## config.mk

```make
export PLATFORM = sky130hd
export DESIGN_NAME = uart_tx_serializer
export DESIGN_NICKNAME = d
export VERILOG_FILES = /design/src/rtl/uart_pkg.sv /design/src/rtl/uart_baud_counter.sv /design/src/rtl/uart_tx_serializer.sv
export SDC_FILE = /design/constraint.sdc
export NUM_CORES = 1
export LEC_CHECK = 0
export ABC_AREA = 0
export CORE_AREA = 5 5 76 78
export CTS_BUF_LIST = sky130_fd_sc_hd__clkbuf_4 sky130_fd_sc_hd__clkbuf_8
export CTS_CLUSTER_DIAMETER = 120
export DETAILED_ROUTE_END_ITERATION = 8
export DIE_AREA = 0 0 81 83
export PLACE_DENSITY = 0.49
export RECOVER_POWER = 50
export SKIP_LAST_GASP = 1
export SLEW_MARGIN = 0
export SYNTH_ARGS = -nofsm -noshare
export SYNTH_HDL_FRONTEND = slang
export SYNTH_SLANG_ARGS = --single-unit
export TNS_END_PERCENT = 10
```

## constraint.sdc

```tcl
create_clock -name clock -period 2.2 [get_ports clock]
set_input_delay 0.44 -clock clock [delete_from_list [all_inputs] [get_ports clock]]
set_output_delay 0.44 -clock clock [all_outputs]
set_load 0.02 [all_outputs]
```

## src/rtl/uart_pkg.sv

```systemverilog
// ---------------------------------------------------------------------------
// uart_pkg
// Shared UART definitions for the TX serializer (and the future RX block).
//   uart_state_e : frame FSM states
//   DATA_BITS    : payload bits per frame
//   LINE_IDLE    : idle/stop line level
//   START_LEVEL  : start bit line level
// ---------------------------------------------------------------------------
package uart_pkg;

    typedef enum logic [1:0] {
        IDLE  = 2'd0,
        START = 2'd1,
        DATA  = 2'd2,
        STOP  = 2'd3
    } uart_state_e;

    localparam int   DATA_BITS   = 8;
    localparam logic LINE_IDLE   = 1'b1;
    localparam logic START_LEVEL = 1'b0;

endpackage

```

## src/rtl/uart_baud_counter.sv

```systemverilog
// ---------------------------------------------------------------------------
// uart_baud_counter
// Counts clock cycles within one bit period (0..CLKS_PER_BIT-1) and wraps.
//   i_clock    : system clock
//   i_reset    : synchronous active-high reset
//   i_clear    : hold the count at zero
//   i_enable   : advance the count
//   o_bit_done : one-cycle pulse in the last cycle of a bit period
// ---------------------------------------------------------------------------
module uart_baud_counter #(
    parameter int CLKS_PER_BIT = 434
) (
    input  logic i_clock,
    input  logic i_reset,
    input  logic i_clear,
    input  logic i_enable,
    output logic o_bit_done
);

    localparam int            CW   = (CLKS_PER_BIT > 1) ? $clog2(CLKS_PER_BIT) : 1;
    localparam logic [CW-1:0] LAST = CW'(CLKS_PER_BIT - 1);

    logic [CW-1:0] r_count;
    logic          w_at_last;

    assign w_at_last  = (r_count == LAST);
    assign o_bit_done = i_enable && w_at_last;

    always_ff @(posedge i_clock) begin
        if (i_reset || i_clear) begin
            r_count <= '0;
        end else if (i_enable) begin
            // Wrap at the bit boundary so the next bit starts at zero.
            r_count <= w_at_last ? '0 : r_count + CW'(1);
        end
    end

endmodule

```

## src/rtl/uart_tx_serializer.sv

```systemverilog
// ---------------------------------------------------------------------------
// uart_tx_serializer
// Shifts bytes out on the UART TX pin as 8N1 / 8N2 frames, LSB first.
//   clock         : system clock
//   reset         : synchronous active-high reset (truncates a frame)
//   iniciar_envio : send request, accepted only while idle
//   dado_entrada  : byte to send, latched in the accept cycle
//   uart_ocupado  : high while a frame is in progress
//   tx            : registered serial line, idle high
//   byte_enviado  : one-cycle pulse in the first idle cycle after a frame
// ---------------------------------------------------------------------------
module uart_tx_serializer
    import uart_pkg::*;
#(
    parameter int CLOCK_FREQ = 50_000_000,
    parameter int BAUD_RATE  = 115200,
    parameter int STOP_BITS  = 1
) (
    input  logic       clock,
    input  logic       reset,
    input  logic       iniciar_envio,
    input  logic [7:0] dado_entrada,
    output logic       uart_ocupado,
    output logic       tx,
    output logic       byte_enviado
);

    localparam int CLKS_PER_BIT = CLOCK_FREQ / BAUD_RATE;

    generate
        if (CLKS_PER_BIT < 2) begin : g_bad_baud
            $error("uart_tx_serializer: CLKS_PER_BIT must be at least 2");
        end
        if (STOP_BITS != 1 && STOP_BITS != 2) begin : g_bad_stop
            $error("uart_tx_serializer: STOP_BITS must be 1 or 2");
        end
    endgenerate

    uart_state_e r_state,    w_state_next;
    logic [7:0]  r_shift,    w_shift_next;
    logic [2:0]  r_bit_idx,  w_bit_idx_next;
    logic        r_stop_cnt, w_stop_cnt_next;
    logic        r_tx,       w_tx_next;
    logic        r_done,     w_done_next;
    logic        w_bit_done;

    uart_baud_counter #(
        .CLKS_PER_BIT (CLKS_PER_BIT)
    ) u_baud (
        .i_clock    (clock),
        .i_reset    (reset),
        .i_clear    (r_state == IDLE),
        .i_enable   (r_state != IDLE),
        .o_bit_done (w_bit_done)
    );

    always_ff @(posedge clock) begin
        if (reset) begin
            r_state    <= IDLE;
            r_shift    <= '0;
            r_bit_idx  <= '0;
            r_stop_cnt <= 1'b0;
            r_tx       <= LINE_IDLE;
            r_done     <= 1'b0;
        end else begin
            r_state    <= w_state_next;
            r_shift    <= w_shift_next;
            r_bit_idx  <= w_bit_idx_next;
            r_stop_cnt <= w_stop_cnt_next;
            r_tx       <= w_tx_next;
            r_done     <= w_done_next;
        end
    end

    // tx is computed one cycle ahead here so the pin itself is a flop.
    always_comb begin
        w_state_next    = r_state;
        w_shift_next    = r_shift;
        w_bit_idx_next  = r_bit_idx;
        w_stop_cnt_next = r_stop_cnt;
        w_tx_next       = r_tx;
        w_done_next     = 1'b0;

        unique case (r_state)
            IDLE: begin
                w_tx_next = LINE_IDLE;
                if (iniciar_envio) begin
                    w_state_next    = START;
                    w_shift_next    = dado_entrada;
                    w_bit_idx_next  = '0;
                    w_stop_cnt_next = 1'b0;
                    w_tx_next       = START_LEVEL;
                end
            end
            START: begin
                if (w_bit_done) begin
                    w_state_next = DATA;
                    w_tx_next    = r_shift[0];
                end
            end
            DATA: begin
                if (w_bit_done) begin
                    w_shift_next = r_shift >> 1;
                    if (r_bit_idx == 3'(DATA_BITS - 1)) begin
                        w_state_next = STOP;
                        w_tx_next    = LINE_IDLE;
                    end else begin
                        w_bit_idx_next = r_bit_idx + 3'd1;
                        // Next bit is the one that lands in bit 0 after the shift.
                        w_tx_next      = r_shift[1];
                    end
                end
            end
            STOP: begin
                if (w_bit_done) begin
                    if (r_stop_cnt == 1'(STOP_BITS - 1)) begin
                        w_state_next = IDLE;
                        w_done_next  = 1'b1;
                    end else begin
                        w_stop_cnt_next = 1'b1;
                    end
                end
            end
            default: begin
                w_state_next = IDLE;
                w_tx_next    = LINE_IDLE;
            end
        endcase
    end

    assign uart_ocupado = (r_state != IDLE);
    assign tx           = r_tx;
    assign byte_enviado = r_done;

endmodule
```

==> results of run 1 <==
[synthesized netlist by cell type]
| master | instances | area (µm²) |
|---|---|---|
| a21boi_0 | 1 | 7.51 |
| xor2_1 | 3 | 26.3 |
| o21ai_0 | 1 | 5.00 |
| and4bb_1 | 1 | 12.5 |
| nand4b_1 | 1 | 8.76 |
| and4b_1 | 1 | 10.0 |
| nand3b_1 | 1 | 7.51 |
| or3_1 | 1 | 6.26 |
| xnor2_1 | 4 | 35.0 |
| o21a_1 | 1 | 7.51 |
| dfxtp_1 | 24 | 480 |
| a21oi_1 | 3 | 15.0 |
| a222oi_1 | 1 | 10.0 |
| o211a_1 | 1 | 10.0 |
| nand3_2 | 1 | 10.0 |
| o221a_2 | 7 | 78.8 |
| and3b_1 | 1 | 8.76 |
| a31oi_1 | 1 | 6.26 |
| ha_1 | 9 | 113 |
| inv_1 | 8 | 30.0 |
| a211o_1 | 1 | 8.76 |
| buf_6 | 1 | 11.3 |
| mux2_2 | 1 | 11.3 |
| a2bb2oi_1 | 1 | 8.76 |
| nor2b_1 | 1 | 6.26 |
| nand4_1 | 4 | 25.0 |
| and3_1 | 3 | 18.8 |
| nor3_1 | 2 | 10.0 |
| nand2_1 | 6 | 22.5 |
| buf_2 | 1 | 5.00 |
| nand3_1 | 4 | 20.0 |
| nand4_2 | 1 | 12.5 |
| clkbuf_1 | 3 | 11.3 |
| mux2i_1 | 1 | 10.0 |
| nor3b_1 | 2 | 15.0 |
| nor2_1 | 29 | 109 |
[power by group through the flow]
stage | Clock (mW) | Combinational (mW) | Sequential, mW
2_1_floorplan | 0 | 0.409 | 0.583
3_3_place_gp | 0 | 0.567 | 0.587
3_5_place_dp | 0 | 0.574 | 0.592
4_1_cts | 0.266 | 0.569 | 0.580
5_1_grt | 0.286 | 0.630 | 0.589
6_report | 0.251 | 0.558 | 0.580
[flip-flops by register name, indices dropped and copies added, names as in the netlist]
name            cells
r_state             2
r_bit_idx           3
r_shift             8
tx                  1
byte_enviado        1
u_baud.r_count      9
[layout make-up]
type / count / share of cell area
Clock buffer: 3 / 0.0287
Inverter: 8 / 0.0209
Multi-Input combinational cell: 95 / 0.456
Sequential cell: 24 / 0.334
Tap cell: 70 / 0.0609
Timing Repair Buffer: 15 / 0.100
[placed cells by master (no fill, tap or decap), types with 2 or more instances in the layout]
master / instances
a21oi_1: 3
and3_1: 3
buf_4: 2
clkbuf_8: 3
clkdlybuf4s50_1: 10
dfxtp_1: 24
dlygate4sd3_1: 2
ha_1: 9
inv_1: 8
nand2_1: 6
nand3_1: 4
nand4_1: 4
nor2_1: 29
nor3_1: 2
nor3b_1: 2
o221a_2: 7
xnor2_1: 4
xor2_1: 3
[critical path, stage by stage (launching register included)]
cell and delay (ns):
dfxtp_1 0.42, inv_1 0.09, ha_1 0.29, or3_1 0.41
a222oi_1 0.46, mux2i_1 0.23
[timing repair]
item / 4_1_cts / 5_1_grt
setup endpoints to repair: 1 / 0
hold endpoints to repair: 0 / 0
gates resized for setup: 1 / 0
[kinds of logic after synthesis]
| logic type | share of synthesized area |
|---|---|
| AO/OA/AOI/OAI | 0.132 |
| XOR/XNOR | 0.0514 |
| adder cells (fa/ha/maj) | 0.0943 |
| buffers and inverters | 0.0482 |
| flip-flops | 0.403 |
| multiplexers | 0.0178 |
| AND/OR/NAND/NOR | 0.254 |
[routing by layer]
layer,GRT usage,vias to the layer above,part of all wire,routed length (µm)
met5,0,-,0,0
met3,0.0206,5,0.048,124
met2,0.133,18,0.46,1190
met4,0.0323,0,0.015,39
li1,-,489,-,-
met1,0.105,440,0.48,1230
[how the worst max path moves through the flow]
| stage | endpoint | cells after the start | slack (ns) | start |
|---|---|---|---|---|
| 2_1_floorplan | r_state[1]$_SDFFE_PP0P_ | 7 | 0.42 | r_state[0]$_SDFFE_PP0P_ |
| 3_3_place_gp | r_shift[5]$_SDFFE_PP0P_ | 4 | 0.21 | iniciar_envio |
| 3_5_place_dp | r_shift[6]$_SDFFE_PP0P_ | 4 | 0.21 | iniciar_envio |
| 4_1_cts | r_shift[0]$_SDFFE_PP0P_ | 6 | 0.20 | r_state[0]$_SDFFE_PP0P_ |
| 5_1_grt | r_shift[1]$_SDFFE_PP0P_ | 6 | 0.06 | r_state[0]$_SDFFE_PP0P_ |
| 6_report | r_state[1]$_SDFFE_PP0P_ | 5 | 0.23 | r_state[0]$_SDFFE_PP0P_ |
==> out/metrics.cfg, run 1 <==
[routing]
vias_per_cell=4.43
route.vias.total=952
drt_wl_total_um=2580
drc_errors=0
postRouteAntennaNets=0
first_iter_violations=52
wl_per_cell_um=12.0
dr.pass1.iters=4

[global_routing]
antenna_found_initial=0
grtUsageTotal=0.0828
grt_pass1_vias=983
grt_pass1_wl_um=4460
grt_max_degree=13
gr-total-overflow=0

[sta]
period_needed_ns=1.97
timing.hold.ws_ns=0.481
fin_crit_sh=0.898
finalSetupViolCount=0
worst_slew_pin_slew_ns=0.460
slew_headroom=0.693
fmax_mhz=506
hold_viol_final=0
final.setup.tns_ns=0
rsz0062_at_grt=false
finClkSkew_ns=0.00647
drv_slew=0
setup_slack_ns=0.225

[pwr]
power_frac_seq=0.418
vdd_ir_drop_max_mv=0.218
switching_share=0.352
p_leak_nw=0.584
power.switching_mw=0.490
cell_internal_pwr_mw=0.900
combPwrFrac=0.402
power_density_nw_per_um2=966
p_total_mw=1.39
clkPwrFrac=0.181

[finish]
final_area_um2=1440
layout-drive-gt1-share=0.103
multi_input_area_um2=656
instances_no_fill=215
regArea_um2=480
nets=167
diodes=0
fillCellCount=555
final_util=0.287
area_growth_pct=20.5

[cts]
clock_latency_ns=0.26
cts_tree=built
post_cts_buffers=0
clock_path_buffers=2
clockRootBuffer=clkbuf_8
hold_buffers=0
cts.sinks=24
cts_buffers=3
h-tree-depth=1
clk_pin_slew_worst_paths_ns=0.08

[hold_path]
holdCritStartpoint=u_baud.r_count[0]$_SDFFE_PP0N_
min_path_type=flip-flop to flip-flop
hold_depth=1
hold_end=u_baud.r_count[0]$_SDFFE_PP0N_

[setup_path]
worstPathMaxFanout=8
critPathKind=flip-flop to flip-flop
rr_worst_depth=5
timing.rr.start=r_state[0]$_SDFFE_PP0P_
rr_endpoint=r_state[1]$_SDFFE_PP0P_
critPathRequiredTime_ns=2.40
endpoint_kind=flip-flop
critical_path_arrival_ns=2.17
reg2reg_slack_ns=0.23
cp-start-kind=flip-flop

[placement]
post_dp_cell_area_um2=1400
dp_hpwl_um=1970
gp_congestion=0.748
pre_cts_slack_ns=0.205
portBuffers=13
placed_cells=212

[floorplanning]
ioPinCount=14
coreArea_um2=5010
die_w_um=81
die_area_um2=6720
row_count=26
die_h_um=83
start_util=0.238

[synthesis]
synth.ff_latch_count=24
synthCells=132
syn_area_um2=1190
ys_warn_count=0
postSynthAreaPerCell_um2=9.04
syn_nets=152
synth.yosys.seq_area_share=0.403
synth.distinct_cells=36

[status]
run_status=completed

[job]
maxCapViolations=0

No activity file was read; power rests on OpenSTA's default activity.
==> run 2, diff against run 1 <==
--- a/config.mk
+++ b/config.mk
@@ -6,12 +6,13 @@
 export NUM_CORES = 1
 export LEC_CHECK = 0
 export ABC_AREA = 0
-export CORE_AREA = 5 5 76 78
+export CORE_AREA = 5 5 64 66
 export CTS_BUF_LIST = sky130_fd_sc_hd__clkbuf_4 sky130_fd_sc_hd__clkbuf_8
 export CTS_CLUSTER_DIAMETER = 120
+export CTS_CLUSTER_SIZE = 20
 export DETAILED_ROUTE_END_ITERATION = 8
-export DIE_AREA = 0 0 81 83
-export PLACE_DENSITY = 0.49
+export DIE_AREA = 0 0 69 71
+export PLACE_DENSITY = 0.62
 export RECOVER_POWER = 50
 export SKIP_LAST_GASP = 1
 export SLEW_MARGIN = 0
==> run 2 against run 1 <==
Effect of this change:
- worst setup slack lost 0.028 ns
- sequential share of layout area rose by 0.68 points
- register-to-register slack lost 0.03 ns
- via count rose by 0.95%
- maximum frequency decreased by 1.4%
- combinational power up 0.7%
- utilization is 11 points higher
- non-clock buffer count rose by 1
- sequential power about the same
- global-route usage is 1.3 points higher
- largest cell class unchanged
- largest power group unchanged
==> out/metrics.cfg, run 2 (synthesis gave the netlist of run 1 again) <==
[status]
run_status=completed  ; unchanged

[pwr]
cell_internal_pwr_mw=0.876  ; was 0.900 mW
clkPwrFrac=0.168  ; was 0.181
power_frac_seq=0.422  ; was 0.418
switching_share=0.361  ; was 0.352
vdd_ir_drop_max_mv=0.556  ; was 0.218 mV
combPwrFrac=0.410  ; was 0.402
power_density_nw_per_um2=972  ; was 966 nW/µm²
p_total_mw=1.37  ; was 1.39 mW
p_leak_nw=0.585  ; was 0.584 nW
power.switching_mw=0.495  ; was 0.490 mW

[setup_path]
endpoint_kind=flip-flop  ; unchanged
crit_slowest_cell=a222oi_1  ; unchanged
critical_path_arrival_ns=2.25  ; was 2.17 ns
cp-start-kind=flip-flop  ; unchanged
cpPeakStageDelay_ns=0.46  ; about the same
worstPathMaxFanout=8  ; unchanged
cp_top_family=compound AO/OA/AOI/OAI gates  ; unchanged
cp_num_buf_inv=1  ; unchanged
crit_chain=inv_1, ha_1, or3_1, a222oi_1, mux2i_1  ; unchanged
critPathRequiredTime_ns=2.45  ; was 2.40 ns
critPathKind=flip-flop to flip-flop  ; unchanged

[floorplanning]
start_util=0.339  ; was 0.238
coreArea_um2=3520  ; was 5010 µm²
die_h_um=71  ; was 83 µm
row_count=22  ; was 26
die_area_um2=4900  ; was 6720 µm²
die_w_um=69  ; was 81 µm
ioPinCount=14  ; unchanged

[sta]
period_needed_ns=2.00  ; was 1.97 ns
hold_viol_final=0  ; unchanged
slew_headroom=0.699  ; was 0.693
final.setup.tns_ns=0  ; unchanged
setup_slack_ns=0.197  ; was 0.225 ns
fmax_mhz=499  ; was 506 MHz
drv_slew=0  ; unchanged
finalSetupViolCount=0  ; unchanged
worst_slew_pin_slew_ns=0.451  ; was 0.460 ns
timing.hold.ws_ns=0.489  ; was 0.481 ns
fin_crit_sh=0.910  ; was 0.898
rsz0062_at_grt=false  ; unchanged
finClkSkew_ns=0.00199  ; was 0.00647 ns

[placement]
dp_hpwl_um=1760  ; was 1970 µm
gp_congestion=0.789  ; was 0.748
portBuffers=13  ; unchanged
pre_cts_slack_ns=0.245  ; was 0.205 ns

[cts]
clock_path_buffers=2  ; unchanged
h-tree-depth=1  ; unchanged
cts_tree=built  ; unchanged
clock_latency_ns=0.31  ; was 0.26 ns
cts.sinks=24  ; unchanged
post_cts_buffers=0  ; unchanged
cts_buffers=3  ; unchanged
hold_buffers=0  ; unchanged
clockRootBuffer=clkbuf_4  ; was clkbuf_8
cts-resized-gates=1  ; unchanged
clk_pin_slew_worst_paths_ns=0.13  ; was 0.08 ns

[finish]
fillCellCount=377  ; was 555
layout_commonest_cell=nor2_1  ; unchanged
nets=168  ; was 167
layout-drive-gt1-share=0.109  ; was 0.103
area_growth_pct=18.1  ; was 20.5%
largest_reg_flops=9  ; unchanged
final_cell_mix=nor2_1, dfxtp_1, clkdlybuf4s50_1  ; unchanged
final_util=0.400  ; was 0.287
top_regs=u_baud.r_count (9), r_shift (8), r_bit_idx (3)  ; unchanged
regMostFlops=u_baud.r_count  ; unchanged
diodes=0  ; unchanged

[global_routing]
grtUsageTotal=0.0955  ; was 0.0828
grt_pass1_vias=941  ; was 983
grt_pass1_wl_um=3950  ; was 4460 µm
grt_max_degree=14  ; was 13
gr-total-overflow=0  ; unchanged
antenna_found_initial=0  ; unchanged

[hold_path]
min_path_type=flip-flop to flip-flop  ; unchanged

[routing]
drt_wl_total_um=2320  ; was 2580 µm
postRouteAntennaNets=0  ; unchanged
vias_per_cell=4.93  ; was 4.43
drc_errors=0  ; unchanged
wl_per_cell_um=11.9  ; was 12.0 µm
route.vias.total=961  ; was 952
dr.pass1.iters=4  ; unchanged
first_iter_violations=47  ; was 52

[job]
maxCapViolations=0  ; unchanged

==> run 2: changes by cell type in the layout (fill, tap and decap cells not counted), sizes merged <==
| cell | previous run | this run |
|---|---|---|
| clkbuf | 3 | 5 |
==> run 2: worst paths after layout <==
| check | slack [ns] | endpoint | start | cells after the start |
|---|---|---|---|---|
| max | 0.20 | r_state[1]$_SDFFE_PP0P_ | r_state[0]$_SDFFE_PP0P_ | 5 |
| min | 0.49 | r_bit_idx[2]$_SDFFE_PP0P_ | r_bit_idx[2]$_SDFFE_PP0P_ | 2 |
| max reg2reg | 0.20 | r_state[1]$_SDFFE_PP0P_ | r_state[0]$_SDFFE_PP0P_ | 5 |
| min reg2reg | 0.49 | r_bit_idx[2]$_SDFFE_PP0P_ | r_bit_idx[2]$_SDFFE_PP0P_ | 2 |
==> run 2: final cells by class <==
class                           instances  area, µm²  share of cell area
Sequential cell                        24        480               0.341
Clock buffer                            4       36.3              0.0257
Inverter                                8       30.0              0.0213
Timing Repair Buffer                   16        148               0.105
Tap cell                               48       60.1              0.0426
Multi-Input combinational cell         95        656               0.465
==> run 2: tightest hold or removal path: stages, from the launching register on <==
cell and delay, ns:
dfxtp_1 0.34, nand3_1 0.06, a21oi_1 0.05
==> run 2: power groups by stage <==
stage	clock, mW	sequential, mW	combinational, mW
2_1_floorplan	0	0.583	0.409
3_3_place_gp	0	0.584	0.569
3_5_place_dp	0	0.590	0.579
4_1_cts	0.241	0.579	0.579
5_1_grt	0.250	0.590	0.631
6_report	0.230	0.579	0.562
==> run 2: routing by layer <==
| metal | GRT usage | vias to the layer above | part of all wire |
|---|---|---|---|
| li1 | - | 493 | - |
| met4 | 0.0325 | 0 | 0.0099 |
| met1 | 0.111 | 446 | 0.48 |
| met2 | 0.172 | 18 | 0.47 |
| met3 | 0.0227 | 4 | 0.043 |
| met5 | 0 | - | 0 |
==> run 2: through the flow <==
step | instance area, µm² | cells
2_1_floorplan | 1190 | 132
3_3_place_gp | 1380 | 191
3_5_place_dp | 1380 | 191
4_1_cts | 1410 | 195
5_1_grt | 1410 | 195
6_report | 1410 | 195
==> run 3, diff against run 2 <==
--- a/config.mk
+++ b/config.mk
@@ -9,7 +9,7 @@
 export CORE_AREA = 5 5 64 66
 export CTS_BUF_LIST = sky130_fd_sc_hd__clkbuf_4 sky130_fd_sc_hd__clkbuf_8
 export CTS_CLUSTER_DIAMETER = 120
-export CTS_CLUSTER_SIZE = 20
+export CTS_CLUSTER_SIZE = 28
 export DETAILED_ROUTE_END_ITERATION = 8
 export DIE_AREA = 0 0 69 71
 export PLACE_DENSITY = 0.62
==> results of run 3 <==
Final layout, timing and power as in run 2 (identical DEF).
